$ cat src/rtl/decimation_if.sv
// Bus between the ADC capture path, the decimator and the downstream FIFO.
// The capture/FIFO side (master) drives ena, dataIn and full; the decimator
// (slave) drives the write strobe, the decimated word and the drop status.
interface decimation_if #(
    parameter int DATA_WIDTH = 14
) ();

    logic                  ena;       // arm request, stream valid from now on
    logic [DATA_WIDTH-1:0] dataIn;    // offset-binary ADC sample, one per clk
    logic                  full;      // downstream FIFO full flag
    logic                  wr_en;     // one-cycle FIFO write strobe
    logic [DATA_WIDTH-1:0] dec_data;  // decimated sample, offset-binary
    logic                  overflow;  // sticky: a decimated word was dropped
    logic [7:0]            drop_cnt;  // saturating count of dropped words

    modport master (
        output ena,
        output dataIn,
        output full,
        input  wr_en,
        input  dec_data,
        input  overflow,
        input  drop_cnt
    );

    modport slave (
        input  ena,
        input  dataIn,
        input  full,
        output wr_en,
        output dec_data,
        output overflow,
        output drop_cnt
    );

endinterface

$ cat src/rtl/decimation.sv
// Boxcar decimator: averages N = 2^RATE_LOG2 consecutive ADC samples and
// writes one averaged word per frame into a downstream FIFO.
//
// Handshake: wr_en is a single-cycle write strobe qualified by the FIFO's
// full flag, which acts as an inverted ready. full is looked at only on the
// last sample of a frame; if it is high then, the word is dropped (counted
// and flagged), never retried, because the ADC sample rate cannot be stalled.
module decimation #(
    parameter int RATE_LOG2  = 4,
    parameter int DATA_WIDTH = 14
) (
    input  logic                 clk,
    input  logic                 rst,
    decimation_if.slave          bus,
    output logic                 dbg_run,    // FSM state: 1 = RUN, 0 = IDLE
    output logic [RATE_LOG2-1:0] dbg_phase   // position inside current frame
);

    localparam int ACC_W = DATA_WIDTH + RATE_LOG2;
    localparam logic [RATE_LOG2-1:0] PHASE_LAST = {RATE_LOG2{1'b1}};

    typedef enum logic {
        IDLE = 1'b0,
        RUN  = 1'b1
    } state_t;

    state_t                  state;
    state_t                  state_nxt;
    logic                    run;
    logic                    frame_end;
    logic [RATE_LOG2-1:0]    phase;

    logic [DATA_WIDTH-1:0]   sample_tc;
    logic signed [ACC_W-1:0] sample_ext;
    logic signed [ACC_W-1:0] acc;
    logic signed [ACC_W-1:0] sum;
    logic [DATA_WIDTH-1:0]   sum_top;

    logic                    wr_en_r;
    logic [DATA_WIDTH-1:0]   dec_data_r;
    logic                    overflow_r;
    logic [7:0]              drop_cnt_r;

    // FSM state register; reset wins over everything, including ena.
    always_ff @(posedge clk) begin
        if (rst) begin
            state <= IDLE;
        end else begin
            state <= state_nxt;
        end
    end

    // FSM next state: arm once on ena, then stay in RUN until reset.
    always_comb begin
        state_nxt = state;
        case (state)
            IDLE:    if (bus.ena) state_nxt = RUN;
            RUN:     state_nxt = RUN;
            default: state_nxt = IDLE;
        endcase
    end

    // FSM outputs: running flag and last-sample-of-frame marker.
    always_comb begin
        run       = (state == RUN);
        frame_end = (state == RUN) && (phase == PHASE_LAST);
    end

    // Phase counter; wraps naturally because N is a power of two.
    always_ff @(posedge clk) begin
        if (rst) begin
            phase <= '0;
        end else if (run) begin
            phase <= phase + RATE_LOG2'(1);
        end
    end

    // Offset-binary to two's complement, sign-extend, running sum and the
    // floor(sum / N) result taken as the top bits of the sum.
    always_comb begin
        sample_tc  = {~bus.dataIn[DATA_WIDTH-1], bus.dataIn[DATA_WIDTH-2:0]};
        sample_ext = {{RATE_LOG2{sample_tc[DATA_WIDTH-1]}}, sample_tc};
        sum        = acc + sample_ext;
        sum_top    = sum[ACC_W-1:RATE_LOG2];
    end

    // Accumulator: first sample of a frame loads, the rest add.
    always_ff @(posedge clk) begin
        if (rst) begin
            acc <= '0;
        end else if (run) begin
            if (phase == '0) begin
                acc <= sample_ext;
            end else begin
                acc <= sum;
            end
        end
    end

    // Output word: captured at every frame end, even when it is dropped,
    // and returned to offset-binary by flipping the MSB back.
    always_ff @(posedge clk) begin
        if (rst) begin
            dec_data_r <= '0;
        end else if (frame_end) begin
            dec_data_r <= {~sum_top[DATA_WIDTH-1], sum_top[DATA_WIDTH-2:0]};
        end
    end

    // Write strobe: one cycle after a frame end when the FIFO had room.
    always_ff @(posedge clk) begin
        if (rst) begin
            wr_en_r <= 1'b0;
        end else begin
            wr_en_r <= frame_end && !bus.full;
        end
    end

    // Drop bookkeeping: sticky flag and saturating counter, cleared by reset only.
    always_ff @(posedge clk) begin
        if (rst) begin
            overflow_r <= 1'b0;
            drop_cnt_r <= '0;
        end else if (frame_end && bus.full) begin
            overflow_r <= 1'b1;
            if (drop_cnt_r != 8'hFF) begin
                drop_cnt_r <= drop_cnt_r + 8'd1;
            end
        end
    end

    assign bus.wr_en    = wr_en_r;
    assign bus.dec_data = dec_data_r;
    assign bus.overflow = overflow_r;
    assign bus.drop_cnt = drop_cnt_r;
    assign dbg_run      = run;
    assign dbg_phase    = phase;

endmodule

$ cat src/flat_wrapper.sv
// flat-port wrapper written by rule: the top's interface ports become plain ports
module decimation_flat 
#(
    parameter int RATE_LOG2  = 4,
    parameter int DATA_WIDTH = 14
)
  (clk, rst, dbg_run, dbg_phase, bus_ena, bus_dataIn, bus_full, bus_wr_en, bus_dec_data, bus_overflow, bus_drop_cnt);
  decimation_if #(.DATA_WIDTH(DATA_WIDTH)) bus_i ();
  input  logic clk;
  input  logic rst;
  output logic dbg_run;
  output logic [RATE_LOG2-1:0] dbg_phase;
  input wire logic [$bits(bus_i.ena)-1:0] bus_ena;
  input wire logic [$bits(bus_i.dataIn)-1:0] bus_dataIn;
  input wire logic [$bits(bus_i.full)-1:0] bus_full;
  output wire logic [$bits(bus_i.wr_en)-1:0] bus_wr_en;
  output wire logic [$bits(bus_i.dec_data)-1:0] bus_dec_data;
  output wire logic [$bits(bus_i.overflow)-1:0] bus_overflow;
  output wire logic [$bits(bus_i.drop_cnt)-1:0] bus_drop_cnt;
  assign bus_i.ena = bus_ena;
  assign bus_i.dataIn = bus_dataIn;
  assign bus_i.full = bus_full;
  assign bus_wr_en = bus_i.wr_en;
  assign bus_dec_data = bus_i.dec_data;
  assign bus_overflow = bus_i.overflow;
  assign bus_drop_cnt = bus_i.drop_cnt;
  decimation #(.RATE_LOG2(RATE_LOG2), .DATA_WIDTH(DATA_WIDTH)) u_core (.clk(clk), .rst(rst), .bus(bus_i), .dbg_run(dbg_run), .dbg_phase(dbg_phase));
endmodule
$ cat config.mk
export PLATFORM = sky130hd
export DESIGN_NAME = decimation_flat
export DESIGN_NICKNAME = d
export VERILOG_FILES = /design/src/rtl/decimation_if.sv /design/src/rtl/decimation.sv /design/src/flat_wrapper.sv
export SDC_FILE = /design/constraint.sdc
export NUM_CORES = 1
export LEC_CHECK = 0
export CAP_MARGIN = 25
export CORE_MARGIN = 4
export CORE_UTILIZATION = 47
export DETAILED_ROUTE_END_ITERATION = 6
export PLACE_DENSITY = 0.85
export RECOVER_POWER = 50
export SLEW_MARGIN = 20
export SYNTH_ARGS = -nofsm -noshare
export SYNTH_HDL_FRONTEND = slang
export SYNTH_SLANG_ARGS = --single-unit
$ cat constraint.sdc
create_clock -name clk -period 2.2 [get_ports clk]
set_clock_uncertainty 0.1 [all_clocks]
set_input_delay 0.33 -clock clk [delete_from_list [all_inputs] [get_ports clk]]
set_output_delay 0.33 -clock clk [all_outputs]
set_load 0.03 [all_outputs]
==> impl_metrics.toml, run 1 <==
[setup_path]
critPathCapture = "u_core.acc[17]$_SDFFE_PP0P_"
arrival_ps = 2640
r2r_slack_ps = -290
path_depth = 8
start_kind = "register"
required_ps = 2350
r2r_cells = 8
critPathCaptureType = "register"
r2r-end = "u_core.acc[17]$_SDFFE_PP0P_"
cp-startpoint = "u_core.acc[2]$_SDFFE_PP0P_"
cp_max_fo = 5
critPathSlowestCell = "a221oi_4"
path_cells = "ha_4 > o211ai_1 > o211ai_2 > a221oi_4 > mux2i_4 > and3_1 > o21ai_1 > a21oi_1"
path_delay_family = "compound AO/OA/AOI/OAI gates"
critPathKind = "reg2reg"
critPathMaxStageDelay_ps = 400
crit_buf_inv = 0
worstReg2RegStart = "u_core.acc[2]$_SDFFE_PP0P_"

[global_route]
overflow = 0
antenna_found_initial = 0
grt_pass1_wl_um = 14400
grt_max_degree = 36
grt_pass1_vias = 3149
grtUsageTotal = 0.246

[drt]
drt_pass1_iterations = 5
viasPerCell = 5.89
antenna_left = 0
drt_iter0_drc = 202
drt-total-wl_um = 9840
wl_per_cell_um = 18.8
drc = 0
vias = 3075

[pwr]
vdd_drop_max_mv = 0.418
p_leak_nw = 1.77
pwr-share-clk = 0.256
p_sw_frac = 0.348
p_sw_mw = 0.937
p_int_mw = 1.75
pwr-share-comb = 0.398
powerDensity_nw_per_um2 = 614
sequentialPowerShare = 0.346

[place]
gp_congestion = 0.898
placed_cells = 500
portBuffers = 46
post-dp-hpwl_um = 5740

[clocking]
clkSinkCount = 47
root_buffer = "clkbuf_8"
postCtsHoldBufs = 0
insertion_delay_ps = 320
path_clk_slew_ps = 100
cts_tree = "yes"
h-tree-depth = 2
cts.path.max_buffers = 2
numCtsBuffers = 5

[layout]
antennaDiodeCount = 0
instances_no_fill = 522
layout.nets = 488
drive_gt1_frac = 0.356
area_growth_syn_to_layout_pct = 58.0

[logic_synthesis]
synth_warnings = 0
synthTopCellsByCount = "nand2_1, dfxtp_1, a21oi_1"
ys_ff_latch = 47
postSynthAreaPerCell_um2 = 8.11
synth.most_common_cell = "nand2_1"
syn_inst = 342
synthTopCellsByArea = "dfxtp_1, ha_1, nand2_1"
synth_top_area_cell = "dfxtp_1"
ys.flop_type = "dfxtp_1"
ys_seq_area_frac = 0.339
synth_cell_types = 47
async_flop_share = 0
synth_area_um2 = 2770
synth_enable_flop_cells = 0
syn_nets = 381
yosysTopAreaCellShare = 0.339

[die]
core_um2 = 5610
rows = 27
start_util = 0.494
dieArea_um2 = 7190
die_x_um = 84.8
io_pins = 47
die_y_um = 84.8

[timing]
rsz0062_at_grt = "yes"
period_share = 1.13
fin_crit_ps = 2490
drv_slew = 0
finalSetupViolations = 21
hold_violations = 0
clock.fmax_mhz = 401
whs_ps = 362
fin_ws_ps = -293
tightest_slew_ps = 743
relSlewSlack = 0.503

[hold_path]
hp-class = "reg2reg"

[outcome]
violations = "negative setup slack"
status = "complete, but fails checks"

[flow_run]
drv_cap = 0
==> kinds of logic (layout without fill, tap and decap cells) <==
logic type	Yosys count	after routing	share of synthesized area
adders and majority gates	21	21	0.0975
buffers and inverters	27	135	0.0388
AOI/OAI and AO/OA	96	96	0.237
and+or+nand+nor	121	121	0.190
xor gates and xnor gates	26	26	0.0821
DFF	47	47	0.339
muxes	4	4	0.0144
==> power by group through the flow <==
stage / Sequential (mW) / Clock (mW) / Combinational, mW
2_1_floorplan: 0.938 / 0 / 0.442
3_3_place_gp: 0.932 / 0 / 0.752
3_5_place_dp: 0.934 / 0 / 0.772
4_1_cts: 0.928 / 0.679 / 0.885
5_1_grt: 0.936 / 0.732 / 1.13
6_report: 0.931 / 0.689 / 1.07
==> layout make-up <==
cell class                      instances  area [um^2]
Fill cell                             351         1230
Inverter                               10         37.5
Multi-Input combinational cell        268         2210
Tap cell                               72         90.1
Sequential cell                        47          952
Clock buffer                            5         68.8
Clock inverter                          3         47.5
Timing Repair Buffer                  117          978
==> metrics by stage <==
stage               setup TNS (ps)  setup WS [ps]  utilization  power, mW  area, um^2
finish                       -2140           -293        0.781       2.69        4380
floorplan                    -4.96          -4.96            -       1.38        2810
global route                 -3830           -392        0.781       2.80        4380
detailed placement          -14140           -743        0.663       1.71        3720
CTS                           -764           -110        0.737       2.49        4130
global placement            -12110           -653        0.663       1.68        3720
==> layer usage <==
layer / routed length, um / vias to the layer above / global-route usage
met2: 5090 / 160 / 0.460
li1: - / 1411 / -
met4: 366 / 0 / 0.0993
met1: 3820 / 1467 / 0.271
met3: 559 / 37 / 0.0422
met5: 0 / - / 0
==> flip-flops by register name (all words and copies together), names as in the netlist <==
register             flops
u_core.acc              18
u_core.bus.drop_cnt      8
u_core.bus.dec_data     14
u_core.dbg_run           1
u_core.bus.overflow      1
u_core.dbg_phase         4
u_core.bus.wr_en         1
==> layout by cell type (no fill, tap or decap), drive strengths merged, types with 4 or more instances in the layout <==
master          n
buf            71
ha             20
clkbuf          6
mux2i           4
nand3           5
nor2           36
o21ai          16
nand4           5
xor2           13
inv            11
dlygate4sd2    13
a21oi          37
nand2          55
xnor2          13
a211oi         10
clkdlybuf4s50  31
a311oi          9
nor3            4
a21o           10
dfxtp          47
==> worst min path at each step <==
stage | from | to | slack (ps) | cells after the start
2_1_floorplan | bus_full | u_core.bus.wr_en$_SDFF_PP0_ | 310 | 1
4_1_cts | u_core.bus.dec_data[7]$_SDFFE_PP0P_ | u_core.bus.dec_data[7]$_SDFFE_PP0P_ | 360 | 2
6_report | u_core.bus.dec_data[7]$_SDFFE_PP0P_ | u_core.bus.dec_data[7]$_SDFFE_PP0P_ | 360 | 2
3_5_place_dp | u_core.bus.dec_data[7]$_SDFFE_PP0P_ | u_core.bus.dec_data[7]$_SDFFE_PP0P_ | 350 | 2
3_3_place_gp | u_core.bus.dec_data[13]$_SDFFE_PP0P_ | u_core.bus.dec_data[13]$_SDFFE_PP0P_ | 340 | 2
5_1_grt | bus_dataIn[10] | u_core.acc[10]$_SDFFE_PP0P_ | 390 | 3
==> worst reg2reg max path, cell delays in order (launching register included) <==
cell and delay, ps:
dfxtp_2 360, ha_4 200, o211ai_1 290, o211ai_2 200, a221oi_4 400, mux2i_4 380, and3_1 250, o21ai_1 90
a21oi_1 150
==> timing repair <==
action,CTS,global route
resized for setup,54,41
pin swaps,31,34
endpoints found under the setup margin,26,24
buffers inserted,9,7
gates cloned,0,0
No activity file was read; power rests on OpenSTA's default activity.
==> inputs of run 2 (changes only) <==
--- a/config.mk
+++ b/config.mk
@@ -5,6 +5,7 @@
 export SDC_FILE = /design/constraint.sdc
 export NUM_CORES = 1
 export LEC_CHECK = 0
+export ABC_CLOCK_PERIOD_IN_PS = 2200
 export CAP_MARGIN = 25
 export CORE_MARGIN = 4
 export CORE_UTILIZATION = 47
==> results of run 2 <==
The final DEF is identical to that of run 1; final timing and power are the same.
==> inputs of run 3 (changes only) <==
--- a/config.mk
+++ b/config.mk
@@ -5,11 +5,13 @@
 export SDC_FILE = /design/constraint.sdc
 export NUM_CORES = 1
 export LEC_CHECK = 0
+export ABC_AREA = 0
 export ABC_CLOCK_PERIOD_IN_PS = 2200
 export CAP_MARGIN = 25
 export CORE_MARGIN = 4
 export CORE_UTILIZATION = 47
 export DETAILED_ROUTE_END_ITERATION = 6
+export GPL_TIMING_DRIVEN = 0
 export PLACE_DENSITY = 0.85
 export RECOVER_POWER = 50
 export SLEW_MARGIN = 20
==> run 3 against run 2 <==
Fmax up 7.5%; the flow still finishes with violations (negative setup slack); sequential share of layout area up 2.6 points; global-route usage decreased by 2.4 points; critical path type unchanged; non-clock buffer count shrank 39; sequential power decreased by 0.6%; via count shrank 4.1%; final cell count fell by 7.5%; highest routed layer unchanged.
==> impl_metrics.toml, run 3 (same netlist as run 1, synthesis figures left out) <==
[drt]
wl_per_cell_um = 18.0
antenna_left = 0
drt-total-wl_um = 8710
viasPerCell = 6.10
drt_iter0_drc = 284
vias = 2948
drt_pass1_iterations = 6
drc = 0

[hold_path]
hp-class = "in2reg"
hold_depth = 3
min_to = "u_core.acc[12]$_SDFFE_PP0P_"
hp-start = "bus_dataIn[12]"

[timing]
period_share = 1.05
finalSetupViolations = 12
hold_violations = 0
clock.fmax_mhz = 431
tns_ps = -932
whs_ps = 306
rsz0062_at_grt = "yes"
relSlewSlack = 0.586
fin_ws_ps = -120
drv_slew = 0
fin_crit_ps = 2320
tightest_slew_ps = 621

[outcome]
status = "complete, but fails checks"
violations = "negative setup slack"

[setup_path]
arrival_ps = 2390
r2r_cells = 8
path_cells = "ha_4 > a211oi_4 > o211ai_2 > a221oi_4 > mux2i_2 > o21ai_0 > o21ai_1 > a21oi_1"
critPathCaptureType = "register"
required_ps = 2270
r2r-end = "u_core.acc[17]$_SDFFE_PP0P_"
start_kind = "register"
worstReg2RegStart = "u_core.acc[1]$_SDFFE_PP0P_"
critPathMaxStageDelay_ps = 360
cp_max_fo = 5
critPathKind = "reg2reg"
r2r_slack_ps = -120
critPathSlowestCell = "dfxtp_4"

[layout]
largest_reg_flops = 18
utilization = 0.699
layout_common_cells = "nand2_1, dfxtp_1, nor2_1"
antennaDiodeCount = 0
regMostFlops = "u_core.acc"
drive_gt1_frac = 0.226
instances_no_fill = 483
layout.nets = 449
final_common_cell = "nand2_1"
area_growth_syn_to_layout_pct = 41.3

[clocking]
cts.path.max_buffers = 2
h-tree-depth = 2
numCtsBuffers = 5
postCtsHoldBufs = 0
root_buffer = "clkbuf_8"
clkSinkCount = 47
path_clk_slew_ps = 90
insertion_delay_ps = 300
cts_tree = "yes"

[pwr]
vdd_drop_max_mv = 0.445
p_leak_nw = 1.59
powerDensity_nw_per_um2 = 618

[die]
die_y_um = 84.8
start_util = 0.494
dieArea_um2 = 7190
core_um2 = 5610
io_pins = 47
rows = 27
die_x_um = 84.8

[place]
place_ws_ps = -793
portBuffers = 45
gp_congestion = 0.910
post-dp-hpwl_um = 5550
placed_cells = 459

[global_route]
grtUsageTotal = 0.222
antenna_found_initial = 0
grtUsageMet2 = 0.399
grt-busiest-layer = "met2"
grt_pass1_wl_um = 13000
grt_use_met3 = 0.0353
use_met1 = 0.265
grt_max_degree = 16
overflow = 0
grt_pass1_vias = 2795

[flow_run]
drv_cap = 0
## run 3: cell count changes in the layout (fill, tap and decap cells not counted), moves of 3 or more
cell,change
buf_4,-52
xor2_1,+3
clkbuf_2,+4
xnor2_1,+3
dfxtp_1,+4
clkdlybuf4s50_1,-19
dfxtp_4,+3
o21ai_0,+3
dlygate4sd3_1,+19
dlymetal6s2s_1,+3
clkbuf_1,+9
dfxtp_2,-7
dlygate4sd2_1,-4
## run 3: repair_timing
| item | 4_1_cts | 5_1_grt |
|---|---|---|
| pin swaps | 23 | 30 |
| resized for setup | 39 | 40 |
| setup endpoints to repair | 27 | 24 |
| buffers inserted | 5 | 11 |
| endpoints found under the hold margin | 0 | 0 |
## run 3: worst max-delay path: cells and delay by family (launching register included)
| family | cells | cell delay (ps) |
|---|---|---|
| flops | 1 | 360 |
| fa+ha+maj | 1 | 230 |
| mux | 1 | 350 |
| compound gates | 6 | 1150 |
## run 3: stage by stage
stage / total power, mW / cell area, um^2
6_report: 2.42 / 3920
3_3_place_gp: 1.53 / 3350
5_1_grt: 2.50 / 3920
3_5_place_dp: 1.55 / 3350
2_1_floorplan: 1.38 / 2810
4_1_cts: 2.29 / 3690
## run 3: worst max-delay path by stage
stage,cells past startpoint,startpoint,to
after floorplan,8,bus_dataIn[1],u_core.acc[17]$_SDFFE_PP0P_
after global placement,9,bus_dataIn[1],u_core.acc[17]$_SDFFE_PP0P_
after detailed placement,10,bus_dataIn[0],u_core.acc[12]$_SDFFE_PP0P_
after CTS,8,u_core.acc[1]$_SDFFE_PP0P_,u_core.acc[17]$_SDFFE_PP0P_
after global routing,8,u_core.acc[1]$_SDFFE_PP0P_,u_core.acc[17]$_SDFFE_PP0P_
final,8,u_core.acc[1]$_SDFFE_PP0P_,u_core.acc[17]$_SDFFE_PP0P_
## run 3: area by class of cell
class,count,area [um^2]
clock buffer,5,68.8
timing repair buffer,61,567
inverter,10,37.5
clock inverter,3,43.8
fill,417,1690
tap,72,90.1
buffer,17,81.3
multi-input combinational,268,2070
sequential,47,955
## run 3: report_power, final
group | switching (mW) | total, mW | internal (mW)
Sequential | 0.0367 | 0.925 | 0.888
Combinational | 0.478 | 0.844 | 0.365
Clock | 0.312 | 0.651 | 0.339
Total | 0.827 | 2.42 | 1.59
## run 3: metal layers
metal / up-vias / wire [um]
met1: 1397 / 3460
li1: 1342 / -
met3: 41 / 560
met2: 168 / 4400
met5: - / 0
met4: 0 / 289
